--- src/rtl/ram_dma_pkg.sv ---
// Shared types and defaults for the SSRAM port-B DMA engine.
// FSM state encoding, default widths and the bus byte stride.
package ram_dma_pkg;

  localparam int defaultRamAddrWidth   = 9;
  localparam int defaultBlockSizeWidth = 10;
  localparam int defaultBurstSizeWidth = 8;

  localparam logic [31:0] byteIncrement = 32'd4;

  typedef enum logic [3:0] {
    IDLE,
    REQUEST,
    BEGIN,
    READ_BEATS,
    PREFETCH,
    WRITE_BEATS,
    END_WRITE,
    NEXT,
    ERROR_FLUSH
  } dmaStateT;

endpackage

--- src/rtl/ram_dma_burst_counter.sv ---
// Beat counter for one bus burst, shared by both transfer directions.
// Ports: clock/reset, load+loadValue (beats-1), advance; lastBeat, exhausted.
module ram_dma_burst_counter
  import ram_dma_pkg::*;
#(
  parameter int burstSizeWidth = defaultBurstSizeWidth
) (
  input  logic                      clock,
  input  logic                      reset,
  input  logic                      load,
  input  logic [burstSizeWidth-1:0] loadValue,
  input  logic                      advance,
  output logic                      lastBeat,
  output logic                      exhausted
);

  logic [burstSizeWidth-1:0] count;
  logic                      spent;

  always_ff @(posedge clock or negedge reset) begin
    if (!reset) begin
      count <= '0;
      spent <= 1'b0;
    end else if (load) begin
      count <= loadValue;
      spent <= 1'b0;
    end else if (advance && !spent) begin
      if (count == '0) spent <= 1'b1;
      else             count <= count - 1'b1;
    end
  end

  // Once the programmed beats are consumed, later beats are ignored.
  assign lastBeat  = !spent && (count == '0);
  assign exhausted = spent;

endmodule

--- src/rtl/ram_dma_port_b_engine.sv ---
// DMA master on SSRAM port B: moves blocks bus<->SSRAM in bursts.
// Ports: config+start from CI decoder, SSRAM port B, bus-master handshake;
// optional doneIrq output when RAM_DMA_DONE_IRQ_EN is defined.
module ram_dma_port_b_engine
  import ram_dma_pkg::*;
#(
  parameter int ramAddrWidth   = defaultRamAddrWidth,
  parameter int blockSizeWidth = defaultBlockSizeWidth,
  parameter int burstSizeWidth = defaultBurstSizeWidth
) (
  input  logic                      clock,
  input  logic                      reset,
  input  logic                      start,
  input  logic                      toRam,
  input  logic [31:0]               busStartAddr,
  input  logic [ramAddrWidth-1:0]   ramStartAddr,
  input  logic [blockSizeWidth-1:0] blockSize,
  input  logic [burstSizeWidth-1:0] burstSize,
  output logic                      busy,
  output logic                      errorFlag,
  output logic [ramAddrWidth-1:0]   ramAddressB,
  output logic                      ramWriteEnableB,
  output logic [31:0]               ramDataInB,
  input  logic [31:0]               ramDataOutB,
  output logic                      requestBus,
  input  logic                      busGrant,
  output logic                      beginTransaction,
  output logic [31:0]               addressData,
  output logic                      readNotWrite,
  output logic [burstSizeWidth-1:0] burstLength,
  output logic                      dataValidOut,
  input  logic                      busBusy,
  input  logic                      dataValidIn,
  input  logic [31:0]               dataIn,
  input  logic                      endTransactionIn,
  output logic                      endTransactionOut,
`ifdef RAM_DMA_DONE_IRQ_EN
  output logic                      doneIrq,
`endif
  input  logic                      busErrorIn
);

  dmaStateT                  state;
  logic                      toRamQ;
  logic [burstSizeWidth-1:0] burstSizeQ;
  logic [31:0]               busAddr;
  logic [ramAddrWidth-1:0]   ramAddr;
  logic [blockSizeWidth-1:0] remaining;

  logic [blockSizeWidth-1:0] remMinus1;
  logic [burstSizeWidth-1:0] burstBeats;
  logic                      readBeat;
  logic                      writeAdvance;
  logic                      lastBeat;
  logic                      exhausted;

  // Burst is clipped to what is left of the block.
  assign remMinus1  = remaining - blockSizeWidth'(1);
  assign burstBeats = (32'(remMinus1) < 32'(burstSizeQ))
                    ? burstSizeWidth'(remMinus1) : burstSizeQ;

  assign readBeat = (state == READ_BEATS) && dataValidIn
                 && !busErrorIn && !exhausted;
  assign writeAdvance = (state == WRITE_BEATS) && !busBusy
                     && !busErrorIn;

  ram_dma_burst_counter #(
    .burstSizeWidth(burstSizeWidth)
  ) beatCounter (
    .clock    (clock),
    .reset    (reset),
    .load     (state == BEGIN),
    .loadValue(burstBeats),
    .advance  (readBeat || writeAdvance),
    .lastBeat (lastBeat),
    .exhausted(exhausted)
  );

  always_ff @(posedge clock or negedge reset) begin
    if (!reset) begin
      state      <= IDLE;
      toRamQ     <= 1'b0;
      burstSizeQ <= '0;
      busAddr    <= '0;
      ramAddr    <= '0;
      remaining  <= '0;
      errorFlag  <= 1'b0;
    end else if (busErrorIn && state != IDLE
                 && state != ERROR_FLUSH) begin
      state     <= ERROR_FLUSH;
      errorFlag <= 1'b1;
    end else begin
      unique case (state)
        IDLE: if (start) begin
          toRamQ     <= toRam;
          burstSizeQ <= burstSize;
          busAddr    <= busStartAddr;
          ramAddr    <= ramStartAddr;
          remaining  <= blockSize;
          errorFlag  <= 1'b0;
          // Zero length passes through NEXT: one busy cycle.
          state <= (blockSize == '0) ? NEXT : REQUEST;
        end
        REQUEST: if (busGrant) state <= BEGIN;
        BEGIN: state <= toRamQ ? READ_BEATS : PREFETCH;
        READ_BEATS: begin
          if (readBeat) begin
            ramAddr   <= ramAddr + ramAddrWidth'(1);
            busAddr   <= busAddr + byteIncrement;
            remaining <= remMinus1;
          end
          if (endTransactionIn) state <= NEXT;
        end
        PREFETCH: state <= WRITE_BEATS;
        WRITE_BEATS: if (writeAdvance) begin
          ramAddr   <= ramAddr + ramAddrWidth'(1);
          busAddr   <= busAddr + byteIncrement;
          remaining <= remMinus1;
          if (lastBeat) state <= END_WRITE;
        end
        END_WRITE: state <= NEXT;
        NEXT: state <= (remaining == '0) ? IDLE : REQUEST;
        ERROR_FLUSH: state <= IDLE;
        default: state <= IDLE;
      endcase
    end
  end

`ifdef RAM_DMA_DONE_IRQ_EN
  always_ff @(posedge clock or negedge reset) begin
    if (!reset) begin
      doneIrq <= 1'b0;
    end else if (state == IDLE && start) begin
      doneIrq <= 1'b0;
    end else if (state == ERROR_FLUSH
                 || (state == NEXT && remaining == '0
                     && !busErrorIn)) begin
      doneIrq <= 1'b1;
    end
  end
`endif

  always_comb begin
    busy             = (state != IDLE);
    requestBus       = state inside {REQUEST, BEGIN,
                         READ_BEATS, PREFETCH,
                         WRITE_BEATS, END_WRITE};
    beginTransaction = (state == BEGIN);
    readNotWrite     = (state == BEGIN) && toRamQ;
    burstLength      = (state == BEGIN) ? burstBeats : '0;
    dataValidOut     = (state == WRITE_BEATS);
    endTransactionOut = (state == END_WRITE);
    ramWriteEnableB  = readBeat;
    ramDataInB       = readBeat ? dataIn : '0;
    addressData      = '0;
    ramAddressB      = '0;
    unique case (1'b1)
      (state == BEGIN):
        addressData = busAddr & 32'hFFFF_FFFC;
      (state == WRITE_BEATS): begin
        addressData = ramDataOutB;
        // Read one ahead so beats stream; hold on stall.
        ramAddressB = busBusy ? ramAddr
                    : ramAddr + ramAddrWidth'(1);
      end
      (state == READ_BEATS || state == PREFETCH):
        ramAddressB = ramAddr;
      default: ;
    endcase
  end

endmodule

--- config.mk ---
export PLATFORM = sky130hd
export DESIGN_NAME = ram_dma_port_b_engine
export DESIGN_NICKNAME = d
export VERILOG_FILES = /design/src/rtl/ram_dma_pkg.sv /design/src/rtl/ram_dma_burst_counter.sv /design/src/rtl/ram_dma_port_b_engine.sv
export SDC_FILE = /design/constraint.sdc
export NUM_CORES = 1
export LEC_CHECK = 0
export CAP_MARGIN = 25
export CORE_ASPECT_RATIO = 1.25
export CORE_MARGIN = 1.5
export CORE_UTILIZATION = 44
export CTS_CLUSTER_SIZE = 40
export DETAILED_ROUTE_END_ITERATION = 12
export PLACE_DENSITY_LB_ADDON = 0.12
export SETUP_SLACK_MARGIN = 0.05
export SYNTH_ARGS = -nofsm -noshare
export SYNTH_HDL_FRONTEND = slang
export SYNTH_SLANG_ARGS = --single-unit
--- constraint.sdc ---
create_clock -name clock -period 4.7 [get_ports clock]
set_clock_uncertainty 0.2 [all_clocks]
set_input_delay 0.94 -clock clock [delete_from_list [all_inputs] [get_ports clock]]
set_output_delay 0.94 -clock clock [all_outputs]
set_load 0.03 [all_outputs]
==> results of run 1 <==
## through the flow
stage | worst slack (ns) | hold slack [ns] | utilization [%] | instance area [sq um]
2_1_floorplan | 0.4686 | 0.2962 | - | 5361
3_3_place_gp | 0.3308 | 0.2780 | 64.79 | 7597
3_5_place_dp | 0.2374 | 0.3043 | 64.79 | 7597
4_1_cts | 0.05660 | 0.3168 | 67.57 | 7924
5_1_grt | -0.02116 | 0.3425 | 68.37 | 8018
6_report | 0.1566 | 0.3135 | 68.37 | 8018
## power by group
group | internal, uW | switching [uW]
clock | 379 | 256
sequential | 941 | 442
combinational | 1160 | 1490
total | 2480 | 2190
## registers in the layout, indices dropped and copies added (netlist names)
signal and flops:
beatCounter.count 8, beatCounter.exhausted 1, burstSizeQ 8, busAddr 30, errorFlag 1, ramAddr 9, remaining 10, state 4
toRamQ 1
## Yosys cell counts, types with 5 or more instances
cell and n:
a21oi_1 60, a22o_1 30, a2bb2oi_1 9, a31oi_1 8, and3_1 43, and4_1 5, buf_2 10, clkbuf_1 36
dfrtp_1 72, ha_1 12, inv_1 18, mux2i_1 18, nand2_1 61, nand3_1 28, nand4_1 6, nor2_1 64
nor3_1 13, nor4_1 6, o21ai_0 61, o22ai_1 20, o31ai_1 9, xor2_1 10
## final timing paths
path / startpoint / to / slack (ns) / depth (start not counted)
worst max-delay path: remaining[0]$_DFFE_PN0P_ / burstLength[1] / 0.16 / 13
worst min-delay path: errorFlag$_DFFE_PN0P_ / errorFlag$_DFFE_PN0P_ / 0.31 / 2
worst max register to register: remaining[0]$_DFFE_PN0P_ / beatCounter.count[5]$_DFFE_PN0P_ / 1.36 / 13
worst min register to register: errorFlag$_DFFE_PN0P_ / errorFlag$_DFFE_PN0P_ / 0.31 / 2
max in group asynchronous: reset / remaining[0]$_DFFE_PN0P_ / 2.78 / 2
min in group asynchronous: reset / state[0]$_DFFE_PN0P_ / 0.43 / 1
## cell families (layout without fill, tap and decap cells)
family	count (synthesis)	after routing	synth area share, %
adder cells (fa/ha/maj)	12	12	2.800
buffers and inverters	71	273	5.858
AO/OA/AOI/OAI	224	224	27.00
multiplexers	20	20	3.781
flip-flops	72	72	33.61
AND/OR/NAND/NOR	255	255	24.99
XOR/XNOR	12	12	1.960
## worst max-delay path: stages (launching register included)
cell and delay (ns):
dfrtp_2 0.45, inv_2 0.13, ha_4 0.18, nor3b_4 0.24, xor2_1 0.25, ha_1 0.28
a21o_1 0.19, a21oi_1 0.16, o21ai_1 0.13, a311oi_4 0.32, buf_6 0.22, mux2i_1 0.28
nor2_1 0.08, buf_4 0.17
## cell type report
cell class	count	area (sq um)
well taps	161	201.4
repair buffers	239	2331
clock buffers	11	252.7
fillers	999	3709
inverters	19	76.32
flip-flops and latches	72	1803
multi-input cells	523	3333
clock inverters	4	20.02
## repair_timing
item / 4_1_cts / 5_1_grt
gates resized for setup: 10 / 7
hold buffers: 0 / 0
pin swaps: 0 / 1
buffers inserted: 1 / 7
endpoints found under the setup margin: 8 / 8
## layer usage
metal	wire length, um	vias up
met4	354	0
met2	9160	225
met1	7311	2804
met3	1232	26
li1	-	2860
met5	0	-
==> results by group, run 1 <==
Clocking
  – H-tree depth: 3
  – CTS root buf: clkbuf_16
  – CTS tree: done
  – Worst-Skew Late Latency: 0.33 ns
  – Clock transition at path regs: 0.06 ns
  – Max Root-Sink Buffers: 2
  – Num CTS Buffers: 9
  – Sink Count: between 70 and 80

GRT
  – Largest net degree at the start of global routing: 50
  – Met3 usage: 4.959%
  – First-pass GRT wire length: 28,310 um
  – GRT overflow: 0
  – M1 GR Usage: 34.62%
  – Grt peak-use layer: met2
  – Vias in the first global route: about 5.7k
  – Initial antenna violation count: 0
  – Overall Global Routing Usage: 27.59%
  – Met2 Use GR: 47.53%

Yosys
  – Synth warn: 0
  – Most used DFF post-synth: dfrtp_1
  – Flops & latches, synth: roughly 70
  – Ys async rst share: 100.0%
  – Post-synthesis sequential area ratio: roughly a third
  – Netlist cell types: 62
  – Synthesized cell area: 5361 sq um
  – Syn_area_per_cell: 8.050 sq um
  – Syn nets: 810
  – Cell taking the most area after synthesis: dfrtp_1
  – Area share of the largest cell type after synthesis: 33.61%
  – Post-Synthesis Cells: around 670
  – Synth area leaders: dfrtp_1 (34%), o21ai_0 (5.7%), a21oi_1 (5.6%), and3_1 (5.0%), a22o_1 (4.9%)
  – Post-synth EDFFs: 0

Placed design
  – RD Place Congestion: between 0.9 and 1
  – Placed cells: 1,005
  – DP HPWL: 13,310 um
  – Port buffer count: 218

Floorplanning
  – Num rows: 44
  – Core Footprint: approximately 12,000 sq um
  – Die area: 12,860 sq um
  – Starting density of the core: 45.72%
  – I/O pin total: ~220
  – Die Y: 126.4 um
  – Die W: between 100 and 150 um

Timing
  – Final setup vio count: 0
  – FMAX: 0.2201 GHz
  – Fin crit period: 4.543 ns
  – Final Max Tran Viols: 0
  – Final hold violations: 0
  – Least-Margin Pin Slew: slightly above 0.8 ns
  – Relative slew slack: 45.84%
  – RSZ-0062 raised after global routing: yes
  – Tcrit/Tclk final: a little over nine tenths
  – Setup TNS after final layout: 0 ns

Detailed routing
  – Antenna-violating nets left: 0
  – DRT Pass-1 Iters: 5
  – Vias: 5,915
  – Initial DRC Count: 383
  – Via density: 5.748
  – Drt drc: 0
  – WL final: 18,060 um
  – Post-DR wirelength/cell: 17.55 um

Critical path
  – Worst-path fanout max: 8
  – Startpoint Class: flop
  – Critical path type: reg -> out
  – Worst Path Required: 3.56 ns
  – Crit path arrival time: 3.40 ns
  – CP endpoint kind: output pin

Final layout
  – Layout overhead on the synthesized area: 49.54%
  – Layout Cells excl Fill: roughly 1.0k
  – Commonest non-fill, non-tap cells in the layout: clkdlybuf4s50_1 (209), dfrtp_1 (71), nor2_1 (62)
  – ANT cells: 0
  – Nets@finish: 1,008
  – Layout cells sized above 1: 9.217%
  – Most common cell after layout, fill and taps aside: clkdlybuf4s50_1

Pwr
  – Leakage: between 0.003 and 0.004 uW
  – Pwr/cell area: 582.8 nW/um^2
  – Power Total: 4672 uW
  – Worst VDD drop: about 280 uV

Status
  – Status: complete, no violations

Worst hold path
  – Hold Path Class: reg -> reg

Run
  – Max_cap viols: 0
(Power assumes the default switching activity.)
==> run 2: changes to the inputs <==
--- a/config.mk
+++ b/config.mk
@@ -13,6 +13,7 @@
 export DETAILED_ROUTE_END_ITERATION = 12
 export PLACE_DENSITY_LB_ADDON = 0.12
 export SETUP_SLACK_MARGIN = 0.05
+export SKIP_CTS_REPAIR_TIMING = 1
 export SYNTH_ARGS = -nofsm -noshare
 export SYNTH_HDL_FRONTEND = slang
 export SYNTH_SLANG_ARGS = --single-unit
==> results by group, run 2 (synthesized netlist as in run 1, its figures left out) <==
Critical path
  – Crit path cell chain: nor2_2, nand3_1, nor2_1, xor2_2, ha_1, a21oi_1, o21ai_1, a311oi_4, buf_6, mux2i_2, nor2_1, buf_4
  – Worst Path Required: 3.56 ns
  – Sum of buffers and inverters on the critical path: 2
  – Crit path arrival time: 3.39 ns
  – CP endpoint kind: output pin
  – Critical path type: reg -> out
  – Crit path max-delay cell type: dfrtp_1
  – Most used cell, CP: nor2_1
  – Startpoint Class: flop
  – Largest stage delay, worst path: 0.50 ns
  – CP top delay family: simple AND/OR/NAND/NOR gates
  – Worst-path fanout max: 8

Final layout
  – FF+latch area: 1803 sq um
  – Filler cells: 1,002
  – Layout overhead on the synthesized area: 48.68%
  – Area occupied by multi-input gates: 3317 sq um
  – Nets@finish: 1,004
  – Most common cell after layout, fill and taps aside: clkdlybuf4s50_1
  – Top reg by flops: busAddr
  – Max FFs per register: 30
  – Commonest non-fill, non-tap cells in the layout: clkdlybuf4s50_1 (209), dfrtp_1 (71), nor2_1 (62)
  – Layout Cells excl Fill: 1,025
  – Layout cells sized above 1: 8.565%
  – ANT cells: 0
  – Largest regs: busAddr x30, remaining x10, ramAddr x9

Detailed routing
  – Post-DR wirelength/cell: 17.59 um
  – WL final: 18,030 um
  – Via density: 5.750
  – Initial DRC Count: around 320
  – Vias: slightly below 6k
  – Antenna-violating nets left: 0
  – DRT Pass-1 Iters: 7
  – Drt drc: 0

Pwr
  – Power Total: 4604 uW
  – Worst VDD drop: 268.9 uV
  – Leakage: about 0.0033 uW
  – Pwr/cell area: 577.5 nW/um^2

Run
  – Max_cap viols: 0

GRT
  – GRT overflow: 0
  – Largest net degree at the start of global routing: 50
  – Initial antenna violation count: 0
  – First-pass GRT wire length: 28,150 um
  – Overall Global Routing Usage: around 27%
  – Vias in the first global route: 5,685

Floorplanning
  – Num rows: between 40 and 50
  – I/O pin total: approximately 220
  – Core Footprint: 11,730 sq um
  – Die area: 12,860 sq um
  – Starting density of the core: between 40% and 50%
  – Die Y: 126.4 um
  – Die W: roughly 100 um

Placed design
  – RD Place Congestion: 0.9363
  – Pre-CTS setup slack: approximately 0.24 ns
  – DP HPWL: between 10,000 and 15,000 um
  – Port buffer count: 218
  – Placed cells: 1,005

Timing
  – RSZ-0062 raised after global routing: no
  – Final hold violations: 0
  – Setup TNS after final layout: 0 ns
  – Final setup vio count: 0
  – FMAX: 0.2207 GHz
  – Least-Margin Pin Slew: 0.8373 ns
  – Relative slew slack: 43.75%
  – Tcrit/Tclk final: 96.39%
  – Fin crit period: 4.530 ns
  – Worst Setup Slack, final: 0.1699 ns
  – Final Max Tran Viols: 0

Clocking
  – H-tree depth: 3
  – Clock transition at path regs: around 0.050 ns
  – Worst-Skew Late Latency: 0.33 ns
  – CTS tree: done
  – Max Root-Sink Buffers: 2
  – Sink Count: 72
  – CTS root buf: clkbuf_16
  – Num CTS Buffers: 9

Worst hold path
  – Hold Path Class: reg -> reg

Status
  – Status: complete, no violations
[run 2: cell count changes in the layout (fill, tap and decap cells not counted), sizes merged]
cell / change
buf: -4
[run 2: metrics by stage]
step | utilization, % | hold slack [ns] | instance area (sq um)
floorplan | - | 0.2962 | 5361
global placement | 64.79 | 0.2780 | 7597
detailed placement | 64.79 | 0.3043 | 7597
CTS | 67.11 | 0.3168 | 7870
global route | 67.98 | 0.3425 | 7971
finish | 67.98 | 0.3138 | 7971
[run 2: path summary, 6_finish.rpt]
path	startpoint	endpoint	slack [ns]	cells after the start
setup / recovery	remaining[2]$_DFFE_PN0P_	burstLength[7]	0.17	12
hold / removal	errorFlag$_DFFE_PN0P_	errorFlag$_DFFE_PN0P_	0.31	2
setup reg to reg	remaining[2]$_DFFE_PN0P_	beatCounter.count[7]$_DFFE_PN0P_	1.41	11
hold reg to reg	errorFlag$_DFFE_PN0P_	errorFlag$_DFFE_PN0P_	0.31	2
max in group asynchronous	reset	remaining[0]$_DFFE_PN0P_	2.77	2
min in group asynchronous	reset	state[0]$_DFFE_PN0P_	0.43	1
[run 2: layout make-up]
class                   instances  area share [%]
multi-input cells             523           41.61
flip-flops and latches         72           22.62
repair buffers                235           28.87
clock inverters                 4          0.2511
well taps                     161           2.527
clock buffers                  11           3.171
inverters                      19          0.9575
[run 2: where the power goes]
part | switching, uW | internal [uW] | leakage [uW]
sequential | 439 | 941 | 0.000846
combinational | 1470 | 1110 | 0.00229
clock | 259 | 379 | 0.000141
[run 2: routing by layer]
| metal | track usage (%) | up-vias | part of all wire, % |
|---|---|---|---|
| li1 | - | 2852 | - |
| met1 | 34.59 | 2770 | 40 |
| met2 | 46.82 | 244 | 50 |
| met3 | 4.959 | 28 | 7.5 |
| met4 | 8.824 | 0 | 1.9 |
| met5 | 0 | - | 0 |
[run 2: worst register-to-register path, stage by stage, from the launching register on]
cell and delay [ns]:
dfrtp_1 0.50, nor2_2 0.22, nand3_1 0.16, nor2_1 0.22, xor2_2 0.30, ha_1 0.32, a21oi_1 0.16, o21ai_1 0.13
a311oi_4 0.32, buf_6 0.21, mux2i_2 0.29, mux2i_1 0.13
==> run 3: changes to the inputs <==
==> constraint.sdc (replaced) <==
create_clock -name clock -period 4.6 [get_ports clock]
set_clock_uncertainty 0.2 [all_clocks]
set_input_delay 0.92 -clock clock [delete_from_list [all_inputs] [get_ports clock]]
set_output_delay 0.92 -clock clock [all_outputs]
set_load 0.03 [all_outputs]
==> results by group, run 3 (synthesized netlist as in run 1, its figures left out) <==
GRT
  – Largest net degree at the start of global routing: 64
  – Overall Global Routing Usage: 28.57%
  – Vias in the first global route: 5,913
  – GRT overflow: 0
  – First-pass GRT wire length: 29,260 um
  – Initial antenna violation count: 0
  – Met2 Use GR: about 49%
  – M1 GR Usage: 35.85%
  – Grt peak-use layer: met2
  – Met3 usage: just under 5%

Worst hold path
  – Hold Path Class: reg -> reg
  – WHS Path Cells: 2

Critical path
  – Largest stage delay, worst path: 0.42 ns
  – Crit path arrival time: 3.27 ns
  – Startpoint Class: flop
  – Crit path cell chain: inv_2, ha_4, nor3b_4, xor2_2, ha_1, a21o_1, a21oi_1, o21ai_0, a311oi_4, buf_6, mux2i_4, nor2_1, buf_4
  – Crit path max-delay cell type: dfrtp_1
  – Worst-path fanout max: 8
  – CP endpoint kind: output pin
  – Critical path type: reg -> out
  – Worst Path Required: 3.48 ns
  – Worst r2r path cells: 8

Detailed routing
  – WL final: approximately 18,000 um
  – Post-DR wirelength/cell: 17.78 um
  – Via density: ~5.8
  – Initial DRC Count: roughly 300
  – DRT Pass-1 Iters: 5
  – Vias: 5,930
  – Drt drc: 0
  – Antenna-violating nets left: 0

Floorplanning
  – Die W: 101.7 um
  – Die Y: 126.4 um
  – Starting density of the core: 45.72%
  – Die area: between 10,000 and 15,000 sq um
  – Core Footprint: between 10,000 and 15,000 sq um
  – I/O pin total: around 220
  – Num rows: 44

Timing
  – Setup TNS after final layout: 0 ns
  – Hold_ws: 0.2956 ns
  – Final setup vio count: 0
  – Tcrit/Tclk final: 95.36%
  – Fin crit period: ~4.4 ns
  – FMAX: between 0.2 and 0.25 GHz
  – Relative slew slack: between 40% and 50%
  – Final Max Tran Viols: 0
  – Final hold violations: 0
  – Least-Margin Pin Slew: 0.8227 ns
  – RSZ-0062 raised after global routing: yes

Run
  – Max_cap viols: 0

Final layout
  – Most common cell after layout, fill and taps aside: clkdlybuf4s50_1
  – Layout Cells excl Fill: 1,027
  – Layout overhead on the synthesized area: 49.08%
  – Area occupied by multi-input gates: 3317 sq um
  – Max FFs per register: 30
  – FF+latch area: 1802 sq um
  – Filler cells: 978
  – Final core utilization: 68.16%
  – Nets@finish: ~1.0k
  – Commonest non-fill, non-tap cells in the layout: clkdlybuf4s50_1 (209), dfrtp_1 (72), nor2_1 (62), o21ai_0 (61)
  – Layout cells sized above 1: 8.661%
  – ANT cells: 0
  – Largest regs: busAddr x30, remaining x10, ramAddr x9
  – Top reg by flops: busAddr

Pwr
  – Int Power: 2521 uW
  – Flop pwr share: approximately 29%
  – Power Total: 4774 uW
  – Leakage: between 0.003 and 0.004 uW
  – Worst VDD drop: 385.2 uV
  – Switching share of power: 47.19%
  – Clock share of power: 14.5%
  – P_sw: 2253 uW
  – Pwr/cell area: 597.3 nW/um^2
  – Gate power share: 56.0%

Clocking
  – Sink Count: 72
  – H-tree depth: 3
  – Max Root-Sink Buffers: 2
  – Clock transition at path regs: 0.06 ns
  – CTS root buf: clkbuf_16
  – Num CTS Buffers: 9
  – CTS tree: done
  – Worst-Skew Late Latency: ~0.34 ns

Placed design
  – DP HPWL: approximately 13,000 um
  – RD Place Congestion: 0.9497
  – Port buffer count: between 200 and 250
  – Placed cells: 1,007

Status
  – Status: complete, no violations
## run 3: final timing paths
check | from | endpoint | slack, ns
hold / removal | errorFlag$_DFFE_PN0P_ | errorFlag$_DFFE_PN0P_ | 0.30
min in group asynchronous | reset | state[2]$_DFFE_PN0P_ | 0.42
max in group asynchronous | reset | busAddr[23]$_DFFE_PN0P_ | 2.70
setup / recovery | remaining[1]$_DFFE_PN0P_ | burstLength[7] | 0.21
setup reg to reg | state[2]$_DFFE_PN0P_ | beatCounter.count[5]$_DFFE_PN0P_ | 1.47
hold reg to reg | errorFlag$_DFFE_PN0P_ | errorFlag$_DFFE_PN0P_ | 0.30
## run 3: through the flow
stage	area, sq um	worst slack [ns]
4_1_cts	7900	-0.1403
3_3_place_gp	7612	0.3148
2_1_floorplan	5361	0.3886
5_1_grt	7993	0.02231
3_5_place_dp	7612	0.2525
6_report	7993	0.2136
## run 3: metal layers
metal  up-vias  wire length (um)
li1       2855                 -
met1      2810              7471
met2       239              9219
met3        26              1156
met4         0               413
met5         -                 0
## run 3: cell type report
type / count / area share (%)
multi-input combinational: 523 / 41.50
inverter: 19 / 0.9549
sequential: 72 / 22.54
tap: 161 / 2.520
timing repair buffer: 236 / 28.88
clock inverter: 7 / 0.7827
clock buffer: 9 / 2.818
## run 3: power groups by stage
stage,clock (uW),combinational [uW],sequential [uW]
after floorplan,0,1910,1240
after global placement,0,2470,1370
after detailed placement,0,2570,1390
after CTS,705,2590,1380
after global routing,729,2930,1460
final,694,2680,1400
## run 3: critical path, delay by kind of cell (launching register included)
kind                       cells  cell delay (ns)
xor gates and xnor gates       1             0.19
DFF                            1             0.42
adders and majority gates      2             0.45
muxes                          1             0.29
and+or+nand+nor                2             0.32
AOI/OAI and AO/OA              4             0.77
buffers and inverters          3             0.50
